## src/rtl/prefetch_instruction_cache.sv

```systemverilog
// Direct-mapped single-word-line instruction cache with next-line prefetch.
// Memory words arrive byte-reversed and are reordered before storage and delivery.
module prefetch_instruction_cache #(
   parameter int ADDR_WIDTH         = 17,
   parameter int DATA_LEN           = 32,
   parameter int BYTE_SIZE          = 8,
   parameter int I_CACHE_INDEX_SIZE = 3,
   parameter int I_CACHE_SIZE       = 8,
   parameter int PREFETCH_EN        = 1
) (
   input  logic                  clk,
   input  logic                  rst,
   input  logic [ADDR_WIDTH-1:0] inst_addr,
   input  logic                  inst_fetch_enabled,
   input  logic                  invalidate,
   output logic [DATA_LEN-1:0]   instruction,
   output logic [1:0]            inst_fetch_status,
   input  logic [DATA_LEN-1:0]   mem_data,
   input  logic [1:0]            mem_status,
   output logic [ADDR_WIDTH-1:0] mem_vis_addr,
   output logic [1:0]            mem_vis_signal
);
   // state    | meaning
   // S_IDLE   | waiting for a fetch (or replaying one latched during a prefetch)
   // S_MISS   | demand read outstanding, requester stalled
   // S_PREFETCH | next-line read outstanding, new requests latched as pending

   localparam logic [1:0] I_CACHE_RESTING   = 2'd0;
   localparam logic [1:0] I_CACHE_WORKING   = 2'd1;
   localparam logic [1:0] I_CACHE_STALL     = 2'd2;
   localparam logic [1:0] IF_FINISHED       = 2'd3;
   localparam logic [1:0] MEM_NOP           = 2'd0;
   localparam logic [1:0] MEM_READ          = 2'd1;
   localparam logic [1:0] MEM_INST_FINISHED = 2'd2;

   localparam int TAG_W   = ADDR_WIDTH - I_CACHE_INDEX_SIZE - 2;
   localparam int N_BYTES = DATA_LEN / BYTE_SIZE;

   typedef enum logic [1:0] {S_IDLE, S_MISS, S_PREFETCH} state_t;

   state_t state_q, state_d;

   logic [I_CACHE_SIZE-1:0] valid_q;
   logic [TAG_W-1:0]        tag_q  [I_CACHE_SIZE];
   logic [DATA_LEN-1:0]     data_q [I_CACHE_SIZE];

   logic [ADDR_WIDTH-1:0] req_addr_q, pf_addr_q, pend_addr_q;
   logic                  pend_valid_q, pf_stale_q;

   logic [ADDR_WIDTH-1:0]         lookup_word, deliv_addr, nxt_addr, fill_addr;
   logic [I_CACHE_INDEX_SIZE-1:0] lk_idx, nx_idx, fill_idx;
   logic [TAG_W-1:0]              lk_tag, nx_tag, fill_tag;
   logic                          lookup_req, lookup_hit, nxt_present, go_pf;
   logic                          mem_done, pf_match;
   logic [DATA_LEN-1:0]           mem_word;

   logic [1:0]            status_d, sig_d;
   logic [ADDR_WIDTH-1:0] vaddr_d;
   logic [DATA_LEN-1:0]   inst_d;
   logic                  inst_load, fill_en, miss_load, pf_load, pend_set, pend_clr;

   // A request latched during a prefetch takes priority over the live port.
   assign lookup_req  = pend_valid_q | inst_fetch_enabled;
   assign lookup_word = (pend_valid_q ? pend_addr_q : inst_addr) & ~ADDR_WIDTH'(3);
   assign lk_idx      = lookup_word[I_CACHE_INDEX_SIZE+1:2];
   assign lk_tag      = lookup_word[ADDR_WIDTH-1:I_CACHE_INDEX_SIZE+2];
   assign lookup_hit  = valid_q[lk_idx] && (tag_q[lk_idx] == lk_tag) && !invalidate;

   assign deliv_addr  = (state_q == S_MISS) ? req_addr_q : lookup_word;
   assign nxt_addr    = deliv_addr + ADDR_WIDTH'(4);
   assign nx_idx      = nxt_addr[I_CACHE_INDEX_SIZE+1:2];
   assign nx_tag      = nxt_addr[ADDR_WIDTH-1:I_CACHE_INDEX_SIZE+2];
   assign nxt_present = valid_q[nx_idx] && (tag_q[nx_idx] == nx_tag) && !invalidate;
   assign go_pf       = (PREFETCH_EN != 0) && !nxt_present;

   assign mem_done    = (mem_status == MEM_INST_FINISHED);
   assign pf_match    = lookup_req && (lookup_word == pf_addr_q);
   assign fill_idx    = fill_addr[I_CACHE_INDEX_SIZE+1:2];
   assign fill_tag    = fill_addr[ADDR_WIDTH-1:I_CACHE_INDEX_SIZE+2];

   always_comb begin
      mem_word = '0;
      for (int i = 0; i < N_BYTES; i++)
         mem_word[i*BYTE_SIZE +: BYTE_SIZE] = mem_data[(N_BYTES-1-i)*BYTE_SIZE +: BYTE_SIZE];
   end

   always_ff @(posedge clk) begin
      if (rst) state_q <= S_IDLE;
      else     state_q <= state_d;
   end

   always_comb begin
      state_d = state_q;
      case (state_q)
         S_IDLE: begin
            if (lookup_req) begin
               if (!lookup_hit)  state_d = S_MISS;
               else if (go_pf)   state_d = S_PREFETCH;
            end
         end
         S_MISS:     if (mem_done) state_d = go_pf ? S_PREFETCH : S_IDLE;
         S_PREFETCH: if (mem_done) state_d = S_IDLE;
         default:    state_d = S_IDLE;
      endcase
   end

   always_comb begin
      status_d  = I_CACHE_RESTING;
      sig_d     = MEM_NOP;
      vaddr_d   = mem_vis_addr;
      inst_d    = mem_word;
      inst_load = 1'b0;
      fill_en   = 1'b0;
      fill_addr = req_addr_q;
      miss_load = 1'b0;
      pf_load   = 1'b0;
      pend_set  = 1'b0;
      pend_clr  = 1'b0;
      case (state_q)
         S_IDLE: begin
            if (lookup_req) begin
               pend_clr = 1'b1;
               if (lookup_hit) begin
                  inst_load = 1'b1;
                  inst_d    = data_q[lk_idx];
                  status_d  = IF_FINISHED;
                  if (go_pf) begin
                     sig_d   = MEM_READ;
                     vaddr_d = nxt_addr;
                     pf_load = 1'b1;
                  end
               end else begin
                  miss_load = 1'b1;
                  sig_d     = MEM_READ;
                  vaddr_d   = lookup_word;
                  status_d  = I_CACHE_STALL;
               end
            end
         end
         S_MISS: begin
            if (mem_done) begin
               fill_en   = 1'b1;
               inst_load = 1'b1;
               status_d  = IF_FINISHED;
               if (go_pf) begin
                  sig_d   = MEM_READ;
                  vaddr_d = nxt_addr;
                  pf_load = 1'b1;
               end
            end else begin
               sig_d    = MEM_READ;
               status_d = I_CACHE_STALL;
            end
         end
         S_PREFETCH: begin
            fill_addr = pf_addr_q;
            if (mem_done) begin
               // A prefetch that overlapped an invalidate is delivered but not kept.
               fill_en = !(pf_stale_q || invalidate);
               if (pf_match) begin
                  inst_load = 1'b1;
                  status_d  = IF_FINISHED;
                  pend_clr  = 1'b1;
               end else if (inst_fetch_enabled && !pend_valid_q) begin
                  pend_set = 1'b1;
               end
            end else begin
               sig_d    = MEM_READ;
               status_d = I_CACHE_WORKING;
               pend_set = inst_fetch_enabled && !pend_valid_q;
            end
         end
         default: ;
      endcase
   end

   always_ff @(posedge clk) begin
      if (rst) begin
         valid_q           <= '0;
         instruction       <= '0;
         inst_fetch_status <= I_CACHE_RESTING;
         mem_vis_signal    <= MEM_NOP;
         mem_vis_addr      <= '0;
         req_addr_q        <= '0;
         pf_addr_q         <= '0;
         pend_addr_q       <= '0;
         pend_valid_q      <= 1'b0;
         pf_stale_q        <= 1'b0;
      end else begin
         if (invalidate) valid_q <= '0;
         if (fill_en)    valid_q[fill_idx] <= 1'b1;
         inst_fetch_status <= status_d;
         mem_vis_signal    <= sig_d;
         mem_vis_addr      <= vaddr_d;
         if (inst_load) instruction <= inst_d;
         if (miss_load) req_addr_q <= lookup_word;
         if (pf_load) begin
            pf_addr_q  <= nxt_addr;
            pf_stale_q <= invalidate;
         end else if (state_q == S_PREFETCH && invalidate) begin
            pf_stale_q <= 1'b1;
         end
         if (pend_clr) begin
            pend_valid_q <= 1'b0;
         end else if (pend_set) begin
            pend_valid_q <= 1'b1;
            pend_addr_q  <= lookup_word;
         end
      end
   end

   always_ff @(posedge clk) begin
      if (!rst && fill_en) begin
         tag_q[fill_idx]  <= fill_tag;
         data_q[fill_idx] <= mem_word;
      end
   end
endmodule

```

## config.mk

```make
export PLATFORM = sky130hd
export DESIGN_NAME = prefetch_instruction_cache
export DESIGN_NICKNAME = d
export VERILOG_FILES = /design/src/rtl/prefetch_instruction_cache.sv
export SDC_FILE = /design/constraint.sdc
export NUM_CORES = 1
export LEC_CHECK = 0
export ABC_AREA = 1
export CAP_MARGIN = 20
export CORE_ASPECT_RATIO = 1.4
export CORE_UTILIZATION = 33
export CTS_CLUSTER_DIAMETER = 60
export DETAILED_ROUTE_END_ITERATION = 7
export GPL_ROUTABILITY_DRIVEN = 0
export REMOVE_ABC_BUFFERS = 1
export SYNTH_ARGS = -nofsm -noshare
export SYNTH_HDL_FRONTEND = slang
export SYNTH_SLANG_ARGS = --single-unit
```

## constraint.sdc

```tcl
create_clock -name clk -period 4.6 [get_ports clk]
set_input_delay 0.92 -clock clk [delete_from_list [all_inputs] [get_ports clk]]
set_output_delay 0.92 -clock clk [all_outputs]
set_load 0.05 [all_outputs]
```

==> After elaboration in Yosys (flattened, before gate mapping) <==
Memory sizes are Yosys's and may differ from the RTL's.
Index checks and enable logic that the tools add are counted.
{ "word_totals": {"out_inout_bits": 53, "ramBits": 352, "ff_bits": 112, "memories": 2, "input_bits": 55, "word_cells": 117} }
{ "classes": {"order_cmp": 4, "n_eq_ne": 10, "add_sub_neg": 1, "muxes": 65, "reduce_logical": 21, "bitwise_logic": 3} }
{ "mem_list": {"columns": ["memory", "words", "word_bits", "read_ports", "rd_clocked_by_memory_dff", "write_ports", "line", "rtl"], "rows": [
  ["data_q", 8, 32, 1, 0, 1, "45", "logic [DATA_LEN-1:0] data_q [I_CACHE_SIZE];"],
  ["tag_q", 8, 12, 2, 0, 1, "44", "logic [TAG_W-1:0] tag_q [I_CACHE_SIZE];"]
]} }
{ "ops": {"columns": ["operator", "n"], "rows": [
  ["2-to-1 mux 17 bit", 7],
  ["2-to-1 mux 32 bit", 3],
  ["case mux 17 bit (2 select lines)", 1],
  ["2-to-1 mux 1 bit", 29],
  ["== test 12 bit", 2],
  ["2-to-1 mux 2 bit", 12],
  ["2-to-1 mux 8 bit", 3],
  ["case mux 2 bit (3 select lines)", 3],
  ["adder 17 x 3 -> 17 bit, second input constant", 1],
  ["== test 17 bit", 1],
  ["< comparator 3 x 4 -> 1 bit, second input constant", 3],
  ["logical AND 1 bit", 9],
  ["OR 8 bit", 1],
  ["binary-select mux 1 bit (select 3 bit)", 2],
  ["inequality test 2 bit, second input constant", 3],
  ["case mux 1 bit (2 select lines)", 3],
  ["== test 2 bit, second input constant", 2],
  ["logical NOT 1 bit", 4],
  ["AND reduction 4 bit", 1],
  ["nonzero test 2 bit", 2],
  ["demux 1 bit (select 3 bit)", 1],
  [">= comparator 3 x 1 -> 1 bit, second input constant", 1],
  ["inequality test 3 bit, second input constant", 1],
  ["case mux 1 bit (3 select lines)", 1],
  ["other kinds (8)", 8]
]} }

==> Logic depth before layout (Yosys ltp) <==
{ "depth": {"depth_word": 12, "depth_mapped": 28, "depth_no_buf": 23} }

==> Worst setup path before layout <==
OpenSTA, ideal clock, no wires.
{ "synth_timing": {"path_kind": "input -> register", "startpoint": "in invalidate", "endpoint": "mem data_q[0][0], enable pin", "n_path_buf": 1, "path_stages": 6, "slack_ns": 0.576, "setup_ns": 0.447, "arrival_time_ns": 3.577, "required_time_ns": 4.153, "cell_sequence": "buf_1 nor4_1 o21ai_0 nor2_1 nand2_1 nor2_1"} }
{ "synth_between": {"elab_chain_cells": 7} }
{ "synth_rtl": {"columns": ["item", "line", "rtl"], "rows": [
  ["start, declared", "15", "input logic invalidate,"],
  ["logical OR 1 bit", "159", "fill_en = !(pf_stale_q || invalidate);"],
  ["logical NOT 1 bit", "159", null],
  ["2-to-1 mux 1 bit", "157", "if (mem_done) begin"],
  ["case mux 1 bit (2 select lines)", "119", "case (state_q)"],
  ["logical AND 1 bit", "213", "if (!rst && fill_en) begin"],
  ["2-to-1 mux 1 bit", "213", null],
  ["2-to-1 mux 1 bit (not written as such)", "215", "data_q[fill_idx] <= mem_word;"],
  ["end, declared", "45", null]
]} }
Every way passes these cells.

==> Worst setup path in the final report <==
{ "layout_timing": {"startpoint": "reg state_q[1]", "endpoint": "reg pf_addr_q[6]"} }
{ "layout_between": {"elab_chain_cells": 11, "elab_cells_between_ends": 15, "classes_between": "1 x add/sub; 2 x eq/ne; 8 x mux; 3 x reduce/logical; 1 x memory"} }
{ "layout_rtl": {"columns": ["item", "line", "rtl"], "rows": [
  ["start, declared", "41", "state_t state_q, state_d;"],
  ["start signal, assigned", "89", "else state_q <= state_d;"],
  ["== test 2 x 1 -> 1 bit (*)", "69", "assign deliv_addr = (state_q == S_MISS) ? req_addr_q : lookup_word;"],
  ["2-to-1 mux 17 bit (*)", "69", null],
  ["adder 17 x 3 -> 17 bit (*)", "70", "assign nxt_addr = deliv_addr + ADDR_WIDTH'(4);"],
  ["via nxt_addr[3]", "50", "logic [ADDR_WIDTH-1:0] lookup_word, deliv_addr, nxt_addr, fill_addr;"],
  ["memory (8 x 12 bit) / binary-select mux 1 bit (select 3 bit) (equally long branches)", null, null],
  ["== test 12 bit / 2-to-1 mux 1 bit (equally long branches)", "73", "assign nxt_present = valid_q[nx_idx] && (tag_q[nx_idx] == nx_tag) && !invalidate;"],
  ["logical AND 1 bit (*) (2 in a row)", "73", null],
  ["2-to-1 mux 1 bit (*)", "127, 145", null],
  ["2-to-1 mux 1 bit", "123", "if (lookup_hit) begin"],
  ["2-to-1 mux 1 bit", "121", "if (lookup_req) begin"],
  ["case mux 1 bit (2 select lines) (*)", "119", null],
  ["end signal, assigned", "198", "pf_addr_q <= nxt_addr;"],
  ["end, declared", "47", "logic [ADDR_WIDTH-1:0] req_addr_q, pf_addr_q, pend_addr_q;"]
]} }
The timed path passes the listed nets; every way through them passes the cells marked *. The select of a mux whose other input is x is not followed.
A chain may end at the register's enable or synchronous reset.

==> tab_implementation.tex <==
\begin{tabular}{lr}
\hline
Metric & Value \\
\hline
\multicolumn{2}{l}{\textbf{Worst setup path}} \\
\quad Crit Path Max Fanout & 23 \\
\quad R2R Path End & pf\_addr\_q[6] \\
\quad Path type of the worst setup path & reg -> reg \\
\quad Endpoint arrival time on the critical path & about 4.7 ns \\
\quad Depth of the most critical reg-to-reg path & 20 \\
\quad Critical path endpoint category & flip-flop \\
\quad Minimum setup slack among reg-to-reg paths & 0.42 ns \\
\quad Data required time at the worst endpoint & 5.11 ns \\
\quad Beginning of the worst register-to-register path & state\_q[1] \\
\quad Crit start category & flip-flop \\
\multicolumn{2}{l}{\textbf{Timing}} \\
\quad Worst-Margin Slew & between 1 and 1.5 ns \\
\quad Worst clock skew on the final layout & 0.02416 ns \\
\quad Setup repair after global routing missed its margin & no \\
\quad Worst hold slack & 0.4488 ns \\
\quad Post-route worst setup slack & 0.4226 ns \\
\quad Hold Fails Final Rpt & 0 \\
\quad Worst max-slew margin expressed relative to the limit & 28.34\% \\
\quad Final Max Slew Viols & 0 \\
\quad Clock period minus final worst setup slack & 4.177 ns \\
\quad Peak Freq & roughly 0.24 GHz \\
\quad Share of the cycle needed by the critical path after routing & between 90\% and 100\% \\
\quad Setup Viol. Count Final & 0 \\
\multicolumn{2}{l}{\textbf{Cells and area}} \\
\quad Total area of sequential cells & 12750 µm² \\
\quad Layout fillers & 6291 \\
\quad Layout cell share with drive strength beyond 1 & 7.995\% \\
\quad Layout overhead on the synthesized area & 17.82\% \\
\quad Area taken by multi-input logic gates & 7542 µm² \\
\quad \# nets final & $\sim$2500 \\
\multicolumn{2}{l}{\textbf{Synth}} \\
\quad Most frequent cells after synthesis & sky130\_fd\_sc\_hd\_\_nand2\_1, sky130\_fd\_sc\_hd\_\_edfxtp\_1, sky130\_fd\_sc\_hd\_\_nand3\_1, sky130\_fd\_sc\_hd\_\_nor2\_1, sky130\_fd\_sc\_hd\_\_o21ai\_0 \\
\quad Area leader, netlist & sky130\_fd\_sc\_hd\_\_edfxtp\_1 \\
\quad Synth top area share & 49.34\% \\
\quad Sequential area share after synthesis & 59.53\% \\
\quad Library cell with the highest instance count after synthesis & sky130\_fd\_sc\_hd\_\_nand2\_1 \\
\quad Share of async-settable or async-resettable flops after synthesis & 0\% \\
\quad Count of yosys warnings during synthesis & 0 \\
\quad Seq cells post-synth & 461 \\
\quad Post-synth cell types & 44 \\
\quad Synthesized netlist cell count & 2363 \\
\quad Mapped Area & 21420 µm² \\
\quad Count of flip-flops with a built-in enable after synthesis & 352 \\
\quad Avg Synthesized Cell Area & 9.066 µm² \\
\quad Cells taking the most area after synthesis & sky130\_fd\_sc\_hd\_\_edfxtp\_1, sky130\_fd\_sc\_hd\_\_nand2\_1, sky130\_fd\_sc\_hd\_\_dfxtp\_1 \\
\quad Dominant synthesized flop cell & sky130\_fd\_sc\_hd\_\_edfxtp\_1 \\
\multicolumn{2}{l}{\textbf{Clock tree}} \\
\quad Number of gates resized after CTS & 0 \\
\quad Clock tree buffer depth & 3 \\
\quad Reg clk slew, reported paths & 0.06 ns \\
\quad Clock latency on the worst-skew pair & 0.61 ns \\
\quad Count of H-tree levels built during CTS & 2 \\
\quad Post-CTS Setup Bufs & 0 \\
\quad Buffer type at the clock tree root & sky130\_fd\_sc\_hd\_\_clkbuf\_16 \\
\quad Clock tree from TritonCTS & yes \\
\quad Clock net sink count & 461 \\
\quad Post-cts hold buffer count & 0 \\
\quad Number of CTS-inserted buffers & between 40 and 50 \\
\multicolumn{2}{l}{\textbf{Global route}} \\
\quad Maximum number of pins on one net before global-route repair & 125 \\
\quad Vias in the first global route & 16980 \\
\quad Number of antenna violations at the first check in global routing & 0 \\
\quad First-pass GRT wire length & 96050 µm \\
\quad Total global routing overflow & 0 \\
\quad GRT Overall Usage & 18.76\% \\
\multicolumn{2}{l}{\textbf{Floorplanning}} \\
\quad Chip height & 303.5 µm \\
\quad Total Die Area & 65950 µm² \\
\quad Cell Rows & 110 \\
\quad Floorplan core area & 64270 µm² \\
\quad Top Ports & 108 \\
\quad Horiz. Die Dim & around 220 µm \\
\quad Initial core utilization & 33.33\% \\
\multicolumn{2}{l}{\textbf{Place}} \\
\quad PortBufs & 104 \\
\quad Post-placement setup slack & 0.04282 ns \\
\quad HPWL reported at the end of detailed placement & 39510 µm \\
\multicolumn{2}{l}{\textbf{Detailed routing}} \\
\quad Detailed-route wire length per cell & between 15 and 20 µm \\
\quad DRC Markers & 0 \\
\quad Detailed Routing Iterations Pass 1 & 7 \\
\quad Via count & 17342 \\
\quad Vias per cell & 5.208 \\
\quad Antenna Violating Nets Remaining & 0 \\
\quad Sum of routed wire length over all layers & 62060 µm \\
\quad Detailed Route Iter0 Violations & 1548 \\
\multicolumn{2}{l}{\textbf{Worst hold path}} \\
\quad Worst min-delay path class & reg -> reg \\
\quad Hold depth & 2 \\
\quad Endpoint, Worst Hold & mem\_vis\_addr[1] \\
\quad Min-delay src & mem\_vis\_addr[1] \\
\multicolumn{2}{l}{\textbf{Flow run}} \\
\quad Maximum capacitance violations & 0 \\
\multicolumn{2}{l}{\textbf{Status}} \\
\quad Outcome & complete, no violations \\
\multicolumn{2}{l}{\textbf{Power and ir drop}} \\
\quad Largest voltage drop on the vdd net & $\sim$0.39 mV \\
\quad PD cells & 546.0 nW/µm² \\
\quad Leakage power & 9.439 nW \\
\hline
\end{tabular}
## cells in the final DEF (no fill, tap or decap), types with 3 or more instances in the layout
master and instances:
sky130_fd_sc_hd__a21oi_1 98, sky130_fd_sc_hd__a32o_1 32, sky130_fd_sc_hd__and2_1 3, sky130_fd_sc_hd__buf_12 11
sky130_fd_sc_hd__buf_4 59, sky130_fd_sc_hd__bufinv_16 5, sky130_fd_sc_hd__clkbuf_1 7, sky130_fd_sc_hd__clkbuf_16 50
sky130_fd_sc_hd__clkdlybuf4s50_1 104, sky130_fd_sc_hd__clkinv_1 4, sky130_fd_sc_hd__clkinv_2 12, sky130_fd_sc_hd__clkinvlp_4 5
sky130_fd_sc_hd__dfxtp_1 109, sky130_fd_sc_hd__edfxtp_1 352, sky130_fd_sc_hd__ha_1 5, sky130_fd_sc_hd__inv_1 128
sky130_fd_sc_hd__inv_2 8, sky130_fd_sc_hd__nand2_1 728, sky130_fd_sc_hd__nand2_2 7, sky130_fd_sc_hd__nand2_4 3
sky130_fd_sc_hd__nand3_1 243, sky130_fd_sc_hd__nand3_2 4, sky130_fd_sc_hd__nand4_1 24, sky130_fd_sc_hd__nor2_1 182
sky130_fd_sc_hd__nor2_2 5, sky130_fd_sc_hd__nor2_4 12, sky130_fd_sc_hd__o21ai_0 173, sky130_fd_sc_hd__o21ai_1 31
sky130_fd_sc_hd__o22ai_1 39, sky130_fd_sc_hd__o32ai_1 6, sky130_fd_sc_hd__xor2_1 7
## cells by family after synthesis
logic type	after synthesis	synth area share (%)
and+or+nand+nor	1220	23.80
xor gates and xnor gates	7	0.2862
other	1	0.01751
buffers and inverters	278	5.701
adders and majority gates	5	0.2920
AOI/OAI and AO/OA	391	10.38
DFF	461	59.53
## area by class of cell
type                       count  area share, %
clock inverter                32          1.403
tap                          840          4.164
sequential                   461          50.53
clock buffer                  59          5.171
timing repair buffer         175          6.782
antenna                        1       0.009915
multi-input combinational   1624          29.88
inverter                     138          2.062
## sequential cells by signal, indices dropped and copies added (netlist names)
| register | count |
|---|---|
| req_addr_q | 15 |
| mem_vis_addr | 17 |
| pend_valid_q | 1 |
| instruction | 32 |
| pf_addr_q | 15 |
| inst_fetch_status | 2 |
| valid_q | 8 |
| pf_stale_q | 1 |
| tag_q | 96 |
| data_q | 256 |
| mem_vis_signal | 1 |
| state_q | 2 |
| pend_addr_q | 15 |
## per-stage QoR
stage | power (mW) | utilization [%] | setup TNS [ns] | std cells | instance area [µm²]
2_1_floorplan | 8.033 | - | -160.32 | 2223 | 20720
3_3_place_gp | 9.682 | 36.67 | 0 | 3237 | 23570
3_5_place_dp | 9.746 | 36.67 | 0 | 3237 | 23570
4_1_cts | 13.81 | 39.25 | 0 | 3328 | 25230
5_1_grt | 14.51 | 39.26 | 0 | 3329 | 25240
6_report | 13.78 | 39.27 | 0 | 3330 | 25240
## where the power goes
group	internal [mW]	leakage, nW	switching (mW)
Clock	2.33	0.805	1.71
Sequential	4.79	4.07	0.129
Combinational	1.38	4.57	3.43
## routing by layer
layer	up-vias	track usage, %	share of wire [%]
li1	8257	-	-
met1	8273	22.69	40
met2	664	32.61	49
met3	148	2.809	6.6
met4	0	9.105	4.2
met5	-	0	0
## critical path, stage by stage, from the launching register on
cell and delay, ns:
sky130_fd_sc_hd__dfxtp_1 0.33, sky130_fd_sc_hd__inv_1 0.10, sky130_fd_sc_hd__ha_1 0.51, sky130_fd_sc_hd__inv_4 0.23, sky130_fd_sc_hd__nand3_1 0.26, sky130_fd_sc_hd__nand2_2 0.08, sky130_fd_sc_hd__ha_1 0.32, sky130_fd_sc_hd__clkinv_1 0.35
sky130_fd_sc_hd__buf_4 0.35, sky130_fd_sc_hd__nand3_1 0.10, sky130_fd_sc_hd__nand2_1 0.08, sky130_fd_sc_hd__nand2_1 0.10, sky130_fd_sc_hd__nand2_1 0.06, sky130_fd_sc_hd__nand3_1 0.10, sky130_fd_sc_hd__nand3_1 0.14, sky130_fd_sc_hd__nor3_2 0.27
sky130_fd_sc_hd__nand3_2 0.13, sky130_fd_sc_hd__nand2_2 0.12, sky130_fd_sc_hd__buf_12 0.17, sky130_fd_sc_hd__o21ai_0 0.08, sky130_fd_sc_hd__a21oi_1 0.18
## worst max-delay path by stage
stage	startpoint	to	cells past startpoint
detailed placement	inst_addr[3]	instruction[10]	19
global placement	inst_addr[3]	instruction[22]	19
floorplan	inst_addr[3]	instruction[0]	17
global route	state_q[1]	pf_addr_q[4]	22
finish	state_q[1]	pf_addr_q[6]	20
CTS	state_q[1]	pf_addr_q[6]	22
(Power assumes the default switching activity.)
